## src/rtl/mem_phase_port_pkg.sv

```systemverilog
// Shared types for the phase-driven memory port: FSM states, access kinds
// and the phase-vector legality helper.
package mem_phase_port_pkg;

  typedef enum logic [1:0] {
    IDLE = 2'd0,
    REQ  = 2'd1,
    DONE = 2'd2
  } state_e;

  typedef enum logic [1:0] {
    FETCH = 2'd0,
    LOAD  = 2'd1,
    STORE = 2'd2
  } kind_e;

  function automatic logic phase_legal(input logic [3:0] ph);
    return $onehot(ph);
  endfunction

endpackage

```

## src/rtl/mem_timeout_ctr.sv

```systemverilog
// Request-to-ack cycle counter; expire is high during the TMO-th counted cycle.
module mem_timeout_ctr #(
  parameter int TMO = 15
) (
  input  logic clk,
  input  logic rst,
  input  logic clear,
  input  logic enable,
  output logic expire
);

  localparam int CW = (TMO < 2) ? 1 : $clog2(TMO);

  logic [CW-1:0] cnt_q, cnt_d;

  assign expire = (cnt_q == CW'(TMO - 1));

  always_comb begin
    cnt_d = cnt_q;
    if (clear) begin
      cnt_d = '0;
    end else if (enable && !expire) begin
      cnt_d = cnt_q + 1'b1;
    end
  end

  always_ff @(posedge clk or negedge rst) begin
    if (!rst) begin
      cnt_q <= '0;
    end else begin
      cnt_q <= cnt_d;
    end
  end

endmodule

```

## src/rtl/mem_phase_port.sv

```systemverilog
// Bridges the CPU phase sequencer to a single-outstanding external memory
// port: one fetch, load or store per phase, freezing the sequencer until done.
module mem_phase_port
  import mem_phase_port_pkg::*;
#(
  parameter int AW  = 16,
  parameter int DW  = 16,
  parameter int TMO = 15
) (
  input  logic          clk,
  input  logic          rst,
  input  logic          phase_decode,
  input  logic          phase_exec,
  input  logic          phase_rdmem,
  input  logic          phase_fetch,
  input  logic [AW-1:0] pc,
  input  logic [AW-1:0] daddr,
  input  logic          ld_req,
  input  logic          st_req,
  input  logic [DW-1:0] st_data,
  output logic [AW-1:0] mem_addr,
  output logic          mem_rd,
  output logic          mem_wr,
  output logic [DW-1:0] mem_wdata,
  input  logic [DW-1:0] mem_rdata,
  input  logic          mem_ack,
  output logic          hold,
  output logic [DW-1:0] insn,
  output logic          insn_valid,
  output logic [DW-1:0] ldata,
  output logic          ldata_valid,
  output logic          phase_err,
  output logic          bus_err
);

  state_e state_q, state_d;
  kind_e  kind_q, kind_d, req_kind;

  logic [AW-1:0] mem_addr_q, mem_addr_d, req_addr;
  logic [DW-1:0] mem_wdata_q, mem_wdata_d;
  logic [DW-1:0] insn_q, insn_d, ldata_q, ldata_d, result;
  logic          mem_rd_q, mem_rd_d, mem_wr_q, mem_wr_d;
  logic          insn_valid_q, insn_valid_d, ldata_valid_q, ldata_valid_d;
  logic          phase_err_q, phase_err_d, bus_err_q, bus_err_d;

  logic phase_ok, need_fetch, need_st, need_ld, access_needed;
  logic start, ack_hit, tmo_hit, ctr_clr, ctr_en, expire;

  // An illegal phase vector requests nothing, so the FSM cannot leave IDLE.
  assign phase_ok      = phase_legal({phase_decode, phase_exec, phase_rdmem, phase_fetch});
  assign need_fetch    = phase_ok && phase_fetch;
  assign need_st       = phase_ok && phase_rdmem && st_req;
  assign need_ld       = phase_ok && phase_rdmem && ld_req && !st_req;
  assign access_needed = need_fetch || need_st || need_ld;
  assign req_kind      = need_fetch ? FETCH : (need_st ? STORE : LOAD);
  assign req_addr      = need_fetch ? pc : daddr;

  always_ff @(posedge clk or negedge rst) begin
    if (!rst) begin
      state_q <= IDLE;
    end else begin
      state_q <= state_d;
    end
  end

  always_comb begin
    state_d = state_q;
    case (state_q)
      IDLE:    if (access_needed) state_d = REQ;
      REQ:     if (mem_ack || expire) state_d = DONE;
      DONE:    state_d = IDLE;
      default: state_d = IDLE;
    endcase
  end

  always_comb begin
    hold    = access_needed && (state_q != DONE);
    start   = (state_q == IDLE) && access_needed;
    ack_hit = (state_q == REQ) && mem_ack;
    tmo_hit = (state_q == REQ) && !mem_ack && expire;
    ctr_en  = (state_q == REQ);
    ctr_clr = (state_q != REQ);
  end

  mem_timeout_ctr #(.TMO(TMO)) u_tmo (
    .clk    (clk),
    .rst    (rst),
    .clear  (ctr_clr),
    .enable (ctr_en),
    .expire (expire)
  );

  // A timed-out read returns all-ones so software sees a recognisable value.
  assign result = ack_hit ? mem_rdata : {DW{1'b1}};

  always_comb begin
    kind_d        = kind_q;
    mem_addr_d    = mem_addr_q;
    mem_wdata_d   = mem_wdata_q;
    mem_rd_d      = mem_rd_q;
    mem_wr_d      = mem_wr_q;
    insn_d        = insn_q;
    ldata_d       = ldata_q;
    insn_valid_d  = 1'b0;
    ldata_valid_d = 1'b0;
    phase_err_d   = !phase_ok;
    bus_err_d     = bus_err_q || tmo_hit;
    if (start) begin
      kind_d      = req_kind;
      mem_addr_d  = req_addr;
      mem_wdata_d = st_data;
      mem_rd_d    = (req_kind != STORE);
      mem_wr_d    = (req_kind == STORE);
    end
    if (ack_hit || tmo_hit) begin
      mem_rd_d = 1'b0;
      mem_wr_d = 1'b0;
      if (kind_q == FETCH) begin
        insn_d       = result;
        insn_valid_d = 1'b1;
      end else if (kind_q == LOAD) begin
        ldata_d       = result;
        ldata_valid_d = 1'b1;
      end
    end
  end

  always_ff @(posedge clk or negedge rst) begin
    if (!rst) begin
      kind_q        <= FETCH;
      mem_addr_q    <= '0;
      mem_wdata_q   <= '0;
      mem_rd_q      <= 1'b0;
      mem_wr_q      <= 1'b0;
      insn_q        <= '0;
      ldata_q       <= '0;
      insn_valid_q  <= 1'b0;
      ldata_valid_q <= 1'b0;
      phase_err_q   <= 1'b0;
      bus_err_q     <= 1'b0;
    end else begin
      kind_q        <= kind_d;
      mem_addr_q    <= mem_addr_d;
      mem_wdata_q   <= mem_wdata_d;
      mem_rd_q      <= mem_rd_d;
      mem_wr_q      <= mem_wr_d;
      insn_q        <= insn_d;
      ldata_q       <= ldata_d;
      insn_valid_q  <= insn_valid_d;
      ldata_valid_q <= ldata_valid_d;
      phase_err_q   <= phase_err_d;
      bus_err_q     <= bus_err_d;
    end
  end

  assign mem_addr    = mem_addr_q;
  assign mem_wdata   = mem_wdata_q;
  assign mem_rd      = mem_rd_q;
  assign mem_wr      = mem_wr_q;
  assign insn        = insn_q;
  assign ldata       = ldata_q;
  assign insn_valid  = insn_valid_q;
  assign ldata_valid = ldata_valid_q;
  assign phase_err   = phase_err_q;
  assign bus_err     = bus_err_q;

endmodule

```

## config.mk

```make
export PLATFORM = sky130hd
export DESIGN_NAME = mem_phase_port
export DESIGN_NICKNAME = d
export VERILOG_FILES = /design/src/rtl/mem_phase_port_pkg.sv /design/src/rtl/mem_timeout_ctr.sv /design/src/rtl/mem_phase_port.sv
export SDC_FILE = /design/constraint.sdc
export NUM_CORES = 1
export LEC_CHECK = 0
export CAP_MARGIN = 20
export CORE_AREA = 5 5 73 124
export CTS_BUF_LIST = sky130_fd_sc_hd__clkbuf_4 sky130_fd_sc_hd__clkbuf_8
export DETAILED_ROUTE_END_ITERATION = 6
export DIE_AREA = 0 0 78 129
export GPL_TIMING_DRIVEN = 0
export PLACE_DENSITY = 0.81
export SKIP_LAST_GASP = 1
export SLEW_MARGIN = 10
export SYNTH_ARGS = -nofsm -noshare
export SYNTH_HDL_FRONTEND = slang
export SYNTH_SLANG_ARGS = --single-unit
```

## constraint.sdc

```tcl
create_clock -name clk -period 2.77 [get_ports clk]
set_clock_uncertainty 0.2 [all_clocks]
set_input_delay 0.277 -clock clk [delete_from_list [all_inputs] [get_ports clk]]
set_output_delay 0.277 -clock clk [all_outputs]
set_load 0.005 [all_outputs]
```

==> results.py, run 1 <==
metrics = {
    "route": {
        "via_per_inst": 5.31,
        "detail-route-antenna-nets": 0,
        "dr.pass1.iters": 4,
        "dr.first_iter.drc_count": 79,
        "drt_wl_total_mm": 9.05,
        "num_vias": 2711,
        "drc_errors": 0,
        "detail_route.wl_per_cell_um": 17.7,
    },
    "yosys": {
        "synth_cells": 257,
        "synth-seq-cells": 78,
        "yosysSeqAreaShare_pct": 57.7,
        "post-synth-top-count-cell": "dfrtp_1",
        "synth_common_cells": "78 x dfrtp_1, 39 x mux2_2, 33 x o22ai_1",
        "yosysTopAreaCell": "dfrtp_1",
        "synth_area_leaders": "dfrtp_1 58%, mux2_2 13%, o22ai_1 6.1%, mux2_4 4.0%, or3_1 3.0%",
        "ys.flop_type": "dfrtp_1",
        "async_flop_share_pct": 100,
        "avgSynthCellArea_sq_um": 13.2,
        "synth_area_sq_um": 3380,
        "syn-num-nets": 335,
        "ys_types": 39,
        "synth-edff-count": 0,
        "ys_warn_count": 0,
        "synth_top_area_share_pct": 57.7,
    },
    "power_and_ir_drop": {
        "peakVddDrop_mv": 0.549,
        "finalPower_uw": 4980,
        "p_leak_uw": 0.00221,
        "power_density_nw_per_um2": 938,
    },
    "die": {
        "rows": 43,
        "die-area_sq_um": 10100,
        "initial_core_util_pct": 42.7,
        "io_pins": 144,
        "chipHeight_um": 129,
        "coreArea_sq_um": 7910,
        "die_w_um": 78,
    },
    "cts": {
        "cts_buffers": 9,
        "cts_sinks": 78,
        "clock_latency_ps": 340,
        "clockBufferDepth": 2,
        "ctsHtreeMaxLevel": 3,
        "root_buffer": "clkbuf_8",
        "cts_tree": "built",
        "cts.clk_slew.worst_paths_ps": 70,
    },
    "sta": {
        "worst_pin_slew_ps": 508,
        "period_minus_slack_ps": 2630,
        "finalWorstSetupSlack_ps": 143,
        "final_hold_viol_count": 0,
        "fmax_mhz": 381,
        "min_period_over_period_pct": 94.8,
        "rsz0062_at_grt": "no",
        "setup_tns_ps": 0,
        "relSlewSlack_pct": 66.0,
        "finalSetupViolCount": 0,
        "slew_viol_final": 0,
    },
    "min_path": {
        "hold_class": "primary input to register",
    },
    "placement": {
        "portBuffers": 143,
        "hpwlAfterDp_mm": 6.97,
        "place_inst": 491,
        "place_ws_ps": -1000,
        "gp_congestion": 0.746,
    },
    "worst_setup_path": {
        "slowest_delay_ps": 500,
        "end_kind": "output port",
        "slowest_stage": "fa_1",
        "crit_start": "phase_fetch",
        "crit_chain": "buf_2 > clkinv_2 > clkbuf_8 > fa_1 > inv_2 > ha_4 > ha_4 > nor3b_4 > o221a_2 > buf_6",
        "r2r_end": "ldata[14]$_DFFE_PN0P_",
        "reg2reg_slack_ps": 560,
        "rr_worst_depth": 7,
        "crit_path_max_fanout": 10,
        "cp_data_arrival_time_ps": 2150,
        "start_kind": "primary input",
        "cp_common_cell": "ha_4",
        "worstReg2RegStart": "u_tmo.cnt_q[0]$_DFFE_PN0P_",
        "crit_end": "hold",
        "required_ps": 2290,
        "crit_type": "primary input to output port",
    },
    "global_routing": {
        "grt_pass1_vias": 2875,
        "antenna_found_initial": 0,
        "grt_start_max_net_pins": 67,
        "grt_overflow": 0,
        "grtUsageTotal_pct": 17.8,
        "grt_pass1_wl_mm": 14.2,
    },
    "flow_run": {
        "drv_cap": 0,
    },
    "layout": {
        "final_layout_size_suffix_gt1_share_pct": 23.0,
        "fin_cells": 511,
        "diodes": 0,
        "areaGrowthSynthToFinish_pct": 57.0,
        "nNetsFinal": 494,
    },
    "run_status": {
        "outcome": "finished, final reports clean",
    },
}
[state kept, by name, indices dropped and copies added, names as in the netlist]
name         count
insn            16
ldata           16
mem_addr        16
mem_wdata       16
u_tmo.cnt_q      4
kind_q           2
state_q          2
bus_err          1
insn_valid       1
ldata_valid      1
mem_rd           1
mem_wr           1
phase_err        1
[timing repair]
| item | 4_1_cts | 5_1_grt |
|---|---|---|
| hold endpoints to repair | 78 | 0 |
| buffers inserted | 3 | 0 |
| hold buffers | 1 | 0 |
| resized for setup | 13 | 15 |
| endpoints found under the setup margin | 38 | 36 |
| pin swaps | 2 | 3 |
[worst max-delay path, delay by kind of cell]
family / cells / cell delay [ps]
AOI/OAI and AO/OA: 1 / 220
adders and majority gates: 3 / 890
buffers and inverters: 5 / 560
and+or+nand+nor: 1 / 200
[layout by cell type, fill, tap and decap left out, drive strengths merged, types with 4 or more instances in the layout]
master,count
a21oi,19
buf,16
clkbuf,17
clkdlybuf4s50,138
dfrtp,78
ha,4
inv,12
mux2,48
nand3,4
nor2,5
o22ai,33
or3,16
[power by group]
part,internal [uW],switching (uW),total (uW)
Combinational,1390,672,2070
Clock,591,390,980
Sequential,1630,310,1940
Total,3610,1370,4980
[metal layers]
metal / global-route usage (%) / wire, um
met5: 0 / 0
met1: 18.7 / 3100
met4: 7.26 / 221
met3: 5.67 / 637
met2: 32.3 / 5090
[metrics by stage]
step | hold WS (ps) | utilization [%] | area [sq um]
floorplan | -219 | - | 3400
global placement | 254 | 62.5 | 4950
detailed placement | -59.0 | 62.9 | 4970
CTS | 92.9 | 66.6 | 5270
global route | 49.7 | 67.1 | 5310
finish | 44.5 | 67.1 | 5310
[cells by family (layout without fill, tap and decap cells)]
group / Yosys count / in the layout / synth area share (%)
adder cells (fa/ha/maj): 5 / 5 / 2.07
buffers and inverters: 26 / 190 / 3.59
AO/OA/AOI/OAI: 62 / 62 / 11.7
multiplexers: 48 / 48 / 17.0
XOR/XNOR: 2 / 2 / 0.518
AND/OR/NAND/NOR: 36 / 36 / 7.44
flip-flops: 78 / 78 / 57.7
[worst min path at each step]
stage / startpoint / end / cells past startpoint
finish: phase_fetch / kind_q[0]$_DFFE_PN0P_ / 2
detailed placement: rst / ldata[11]$_DFFE_PN0P_ / 1
floorplan: rst / bus_err$_DFF_PN0_ / 0
global route: phase_fetch / kind_q[0]$_DFFE_PN0P_ / 2
CTS: phase_fetch / kind_q[0]$_DFFE_PN0P_ / 2
global placement: bus_err$_DFF_PN0_ / bus_err$_DFF_PN0_ / 1
[area by class of cell]
cell class / count / area [sq um]
clock inverter: 3 / 65.1
tap: 90 / 113
sequential: 78 / 1950
fill: 619 / 2600
buffer: 13 / 92.6
timing repair buffer: 148 / 1490
multi-input combinational: 153 / 1370
inverter: 13 / 50.0
clock buffer: 13 / 173
(Power assumes the default switching activity.)
==> run 2: changes to the inputs <==
--- a/config.mk
+++ b/config.mk
@@ -5,12 +5,14 @@
 export SDC_FILE = /design/constraint.sdc
 export NUM_CORES = 1
 export LEC_CHECK = 0
+export ABC_AREA = 1
 export CAP_MARGIN = 20
-export CORE_AREA = 5 5 73 124
+export CORE_AREA = 5 5 74 126
 export CTS_BUF_LIST = sky130_fd_sc_hd__clkbuf_4 sky130_fd_sc_hd__clkbuf_8
 export DETAILED_ROUTE_END_ITERATION = 6
-export DIE_AREA = 0 0 78 129
+export DIE_AREA = 0 0 79 131
 export GPL_TIMING_DRIVEN = 0
+export HOLD_SLACK_MARGIN = 0.15
 export PLACE_DENSITY = 0.81
 export SKIP_LAST_GASP = 1
 export SLEW_MARGIN = 10
==> results.py, run 2 <==
metrics = {
    "yosys": {
        "avgSynthCellArea_sq_um": 8.59,
        "synth-edff-count": 0,
        "synth_cells": 415,
        "ys_warn_count": 0,
        "synth_area_leaders": "dfrtp_1 55%, nand2_1 11%, nor2_1 9.9%, nand3_1 7.7%, nor2_8 2.2%",
        "synth_common_cells": "107 x nand2_1, 94 x nor2_1, 78 x dfrtp_1",
        "async_flop_share_pct": 100,
        "synth_area_sq_um": 3560,
        "ys.flop_type": "dfrtp_1",
        "synth_top_area_share_pct": 54.8,
        "post-synth-top-count-cell": "nand2_1",
        "yosysTopAreaCell": "dfrtp_1",
        "syn-num-nets": 493,
        "ys_types": 28,
        "yosysSeqAreaShare_pct": 54.8,
        "synth-seq-cells": 78,
    },
    "die": {
        "die_w_um": 79,
        "coreArea_sq_um": 8200,
        "io_pins": 144,
        "die-area_sq_um": 10300,
        "rows": 44,
        "initial_core_util_pct": 43.5,
        "chipHeight_um": 131,
    },
    "worst_setup_path": {
        "rr_worst_depth": 9,
        "crit_path_max_fanout": 3,
        "required_ps": 2290,
        "crit_type": "primary input to output port",
        "slowest_delay_ps": 520,
        "start_kind": "primary input",
        "slowest_stage": "fa_1",
        "cp_data_arrival_time_ps": 2200,
        "crit_chain": "dlygate4sd2_1 > inv_2 > fa_1 > inv_1 > ha_2 > ha_4 > inv_1 > nand2_2 > nor2_4 > nand3_2 > nand2_4 > buf_6 > o21a_1 > buf_2",
        "end_kind": "output port",
        "cp_common_cell": "inv_1",
    },
    "sta": {
        "finalWorstSetupSlack_ps": 96.1,
        "final_hold_viol_count": 0,
        "period_minus_slack_ps": 2670,
        "rsz0062_at_grt": "no",
        "finalSetupViolCount": 0,
        "worst_pin_slew_ps": 554,
        "setup_tns_ps": 0,
        "min_period_over_period_pct": 96.5,
        "fin_hold_ws_ps": 184,
        "fmax_mhz": 374,
        "relSlewSlack_pct": 63.1,
        "slew_viol_final": 0,
    },
    "power_and_ir_drop": {
        "internal_power_uw": 3210,
        "p_leak_uw": 0.00254,
        "clockPowerShare_pct": 16.1,
        "seqPwrFrac_pct": 39.0,
        "pwr-share-comb_pct": 44.9,
        "peakVddDrop_mv": 0.470,
        "p_sw_share_pct": 34.3,
        "power.switching_uw": 1670,
        "power_density_nw_per_um2": 908,
    },
    "cts": {
        "clock_latency_ps": 350,
        "ctsHtreeMaxLevel": 3,
        "cts_sinks": 78,
        "root_buffer": "clkbuf_8",
        "cts_tree": "built",
        "cts.clk_slew.worst_paths_ps": 80,
        "clockBufferDepth": 2,
        "cts_buffers": 9,
    },
    "route": {
        "via_per_inst": 4.91,
        "dr.pass1.iters": 4,
        "detail-route-antenna-nets": 0,
        "num_vias": 3290,
        "dr.first_iter.drc_count": 123,
        "drc_errors": 0,
        "drt_wl_total_mm": 9.95,
        "detail_route.wl_per_cell_um": 14.8,
    },
    "global_routing": {
        "grt_pass1_wl_mm": 16.0,
        "grt_overflow": 0,
        "antenna_found_initial": 0,
        "grt_start_max_net_pins": 43,
        "grtUsageTotal_pct": 19.9,
        "grt_pass1_vias": 3469,
    },
    "layout": {
        "areaGrowthSynthToFinish_pct": 50.6,
        "post-route-cell-area_sq_um": 5370,
        "final_common_cell": "clkdlybuf4s50_1",
        "final_layout_size_suffix_gt1_share_pct": 10.2,
        "diodes": 0,
        "finish.utilization_pct": 65.4,
        "nNetsFinal": 651,
        "final_cell_mix": "138 x clkdlybuf4s50_1, 106 x nand2_1, 94 x nor2_1",
    },
    "placement": {
        "hpwlAfterDp_mm": 7.95,
        "dpl_cell_area_sq_um": 5120,
        "place_ws_ps": -960,
        "portBuffers": 142,
        "gp_congestion": 0.789,
    },
    "run_status": {
        "outcome": "finished, final reports clean",
    },
    "flow_run": {
        "drv_cap": 0,
    },
    "min_path": {
        "hold_class": "primary input to register",
        "whs_path_depth": 5,
    },
}
run 2: cell types whose count changed in the layout (fill, tap and decap cells not counted), sizes merged, moves of 17 or more:
cell and delta:
a21oi -17, mux2 -48, nand2 +109, nand3 +51, nor2 +95, o22ai -33
or2 +17
run 2: timing repair:
item	in CTS	in global routing
pin swaps	2	1
hold buffers	1	0
endpoints found under the hold margin	78	0
setup endpoints to repair	9	1
resized for setup	16	1
setup buffers	3	0
run 2: cell families after synthesis:
group | synth area share, %
buf+inv | 5.26
xor+xnor | 0.491
compound gates | 1.54
flops | 54.8
fa+ha+maj | 1.97
simple gates | 36.0
run 2: power groups by stage:
stage               registers, uW  clock network, uW  logic, uW
floorplan                    1940                  0        820
global placement             1900                  0       2150
detailed placement           1920                  0       2210
CTS                          1900                805       2240
global route                 1970                850       2430
finish                       1900                785       2190
run 2: cell type report:
type / instances / area (sq um)
plain buffers: 21 / 144
clock buffers: 10 / 138
clock inverters: 6 / 45.0
fillers: 698 / 2840
inverters: 14 / 52.6
multi-input cells: 302 / 1460
flip-flops and latches: 78 / 1950
well taps: 92 / 115
repair buffers: 147 / 1460
run 2: per-stage QoR:
step                      cells  power [uW]
after global placement      649        4050
after detailed placement    650        4130
after CTS                   670        4940
after global routing        670        5250
after floorplan             415        2760
final                       670        4880
run 2: path summary, 6_finish.rpt:
kind                                       startpoint                       end  slack (ps)
max                                      phase_decode                      hold         100
max in group asynchronous                         rst  mem_addr[13]$_DFFE_PN0P_        1530
min in group asynchronous                         rst      insn_valid$_DFF_PN0_         250
max reg2reg                u_tmo.cnt_q[0]$_DFFE_PN0P_      ldata[5]$_DFFE_PN0P_         950
min reg2reg                  mem_wdata[7]$_DFFE_PN0P_  mem_wdata[7]$_DFFE_PN0P_         270
min                                       phase_fetch   mem_addr[2]$_DFFE_PN0P_         180
run 2: routing by layer:
| metal | vias to the layer above | GRT usage [%] | routed length [um] |
|---|---|---|---|
| met4 | 0 | 7.09 | 190 |
| met5 | - | 0 | 0 |
| met3 | 14 | 5.49 | 601 |
| met1 | 1550 | 19.3 | 3530 |
| li1 | 1611 | - | - |
| met2 | 115 | 39.3 | 5630 |
run 2: critical path, delay by kind of cell:
family,cells,cell delay (ps)
adder cells (fa/ha/maj),3,850
buffers and inverters,6,540
AND/OR/NAND/NOR,4,380
AO/OA/AOI/OAI,1,120
==> run 3: changes to the inputs <==
--- a/config.mk
+++ b/config.mk
@@ -15,7 +15,6 @@
 export HOLD_SLACK_MARGIN = 0.15
 export PLACE_DENSITY = 0.81
 export SKIP_LAST_GASP = 1
-export SLEW_MARGIN = 10
 export SYNTH_ARGS = -nofsm -noshare
 export SYNTH_HDL_FRONTEND = slang
 export SYNTH_SLANG_ARGS = --single-unit
==> constraint.sdc (replaced) <==
create_clock -name clk -period 2.77 [get_ports clk]
set_clock_uncertainty 0.2 [all_clocks]
set_input_delay 0.277 -clock clk [delete_from_list [all_inputs] [get_ports clk]]
set_output_delay 0.277 -clock clk [all_outputs]
set_load 0.01 [all_outputs]
==> results.py, run 3 (synthesized netlist as in run 2, its figures left out) <==
metrics = {
    "run_status": {
        "outcome": "finished, final reports clean",
    },
    "cts": {
        "root_buffer": "clkbuf_8",
        "cts_buffers": 9,
        "cts_tree": "built",
        "cts_sinks": 78,
        "clock_latency_ps": 360,
        "clockBufferDepth": 2,
        "cts.clk_slew.worst_paths_ps": 80,
        "ctsHtreeMaxLevel": 3,
    },
    "power_and_ir_drop": {
        "peakVddDrop_mv": 0.416,
        "pwr-share-comb_pct": 47.1,
        "internal_power_uw": 3220,
        "p_sw_share_pct": 36.7,
        "seqPwrFrac_pct": 37.5,
        "clockPowerShare_pct": 15.5,
        "p_leak_uw": 0.00255,
        "power_density_nw_per_um2": 943,
        "power.switching_uw": 1870,
    },
    "placement": {
        "portBuffers": 142,
        "dpl_cell_area_sq_um": 5130,
        "hpwlAfterDp_mm": 7.89,
        "place_inst": 650,
        "gp_congestion": 0.789,
    },
    "worst_setup_path": {
        "worstReg2RegStart": "u_tmo.cnt_q[0]$_DFFE_PN0P_",
        "cp_data_arrival_time_ps": 2180,
        "required_ps": 2290,
        "crit_start": "phase_fetch",
        "start_kind": "primary input",
        "end_kind": "output port",
        "crit_path_max_fanout": 9,
        "crit_type": "primary input to output port",
    },
    "route": {
        "drt_wl_total_mm": 10.1,
        "drc_errors": 0,
        "num_vias": 3306,
        "dr.first_iter.drc_count": 133,
        "detail-route-antenna-nets": 0,
        "detail_route.wl_per_cell_um": 15.0,
        "dr.pass1.iters": 4,
        "via_per_inst": 4.93,
    },
    "sta": {
        "setup_tns_ps": 0,
        "slew_viol_final": 0,
        "period_minus_slack_ps": 2660,
        "relSlewSlack_pct": 65.8,
        "final_hold_viol_count": 0,
        "fmax_mhz": 376,
        "rsz0062_at_grt": "no",
        "min_period_over_period_pct": 95.9,
        "finalSetupViolCount": 0,
        "worst_pin_slew_ps": 511,
    },
    "die": {
        "io_pins": 144,
        "initial_core_util_pct": 43.5,
        "die_w_um": 79,
        "rows": 44,
        "coreArea_sq_um": 8200,
        "chipHeight_um": 131,
        "die-area_sq_um": 10300,
    },
    "layout": {
        "diodes": 0,
        "post-route-cell-area_sq_um": 5390,
        "areaGrowthSynthToFinish_pct": 51.3,
        "final_cell_mix": "138 x clkdlybuf4s50_1, 106 x nand2_1, 94 x nor2_1",
        "final_common_cell": "clkdlybuf4s50_1",
        "fillers": 701,
        "fin_cells": 671,
        "final_layout_size_suffix_gt1_share_pct": 10.7,
        "nNetsFinal": 652,
    },
    "global_routing": {
        "grt_overflow": 0,
        "grt_pass1_wl_mm": 16.3,
        "antenna_found_initial": 0,
        "grtUsageTotal_pct": 20.3,
        "grt_start_max_net_pins": 72,
        "grt_pass1_vias": 3488,
    },
    "flow_run": {
        "drv_cap": 0,
    },
    "min_path": {
        "min_from": "phase_fetch",
        "hold_class": "primary input to register",
    },
}
run 3: final cells by class:
class	instances	area (sq um)	share of cell area (%)
Buffer	21	144	2.67
Timing Repair Buffer	148	1480	27.4
Sequential cell	78	1950	36.2
Clock inverter	6	45.0	0.835
Clock buffer	10	138	2.55
Multi-Input combinational cell	302	1470	27.2
Inverter	14	52.6	0.974
Tap cell	92	115	2.13
run 3: routing by layer:
| layer | global-route usage [%] | vias to the layer above | part of all wire [%] |
|---|---|---|---|
| met2 | 38.9 | 130 | 55 |
| met3 | 5.62 | 26 | 6.8 |
| met5 | 0 | - | 0 |
| li1 | - | 1616 | - |
| met1 | 20.2 | 1534 | 35 |
| met4 | 8.50 | 0 | 2.6 |
run 3: what timing repair did:
item	4_1_cts	5_1_grt
resized for setup	18	6
setup endpoints to repair	19	1
endpoints found under the hold margin	78	0
pin swaps	4	4
buffers inserted	3	0
hold buffers	2	0
run 3: power by group through the flow:
stage          clock network (uW)  logic, uW  registers [uW]
4_1_cts                       806       2430            1910
3_5_place_dp                    0       2390            1930
2_1_floorplan                   0        819            2120
3_3_place_gp                    0       2330            1900
5_1_grt                       847       2620            1970
6_report                      786       2390            1910
run 3: stage by stage:
stage	total power [uW]	utilization, %	hold WS, ps	setup WS [ps]
final	5080	65.7	151	114
after global routing	5440	65.7	185	5.11
after CTS	5140	65.7	166	32.8
after detailed placement	4320	62.5	-86.0	-1000
after global placement	4240	62.2	253	-1380
after floorplan	2940	-	-219	96.5
run 3: worst paths after layout:
| kind | to | slack [ps] | depth (start not counted) |
|---|---|---|---|
| max | hold | 110 | 14 |
| min | mem_addr[3]$_DFFE_PN0P_ | 150 | 5 |
| max reg2reg | ldata[5]$_DFFE_PN0P_ | 950 | 9 |
| min reg2reg | mem_wdata[0]$_DFFE_PN0P_ | 270 | 2 |
| max in group asynchronous | bus_err$_DFF_PN0_ | 1390 | 3 |
| min in group asynchronous | ldata[12]$_DFFE_PN0P_ | 270 | 3 |
run 3: worst max-delay path, cell delays in order:
cell     delay [ps]
buf_4           150
inv_1            80
fa_1            500
inv_2            50
ha_4            160
ha_4            160
inv_2            40
nand2_2          60
nor2_4          140
nand3_2         110
nand2_4          90
buf_6            90
o21a_1          120
buf_2           130
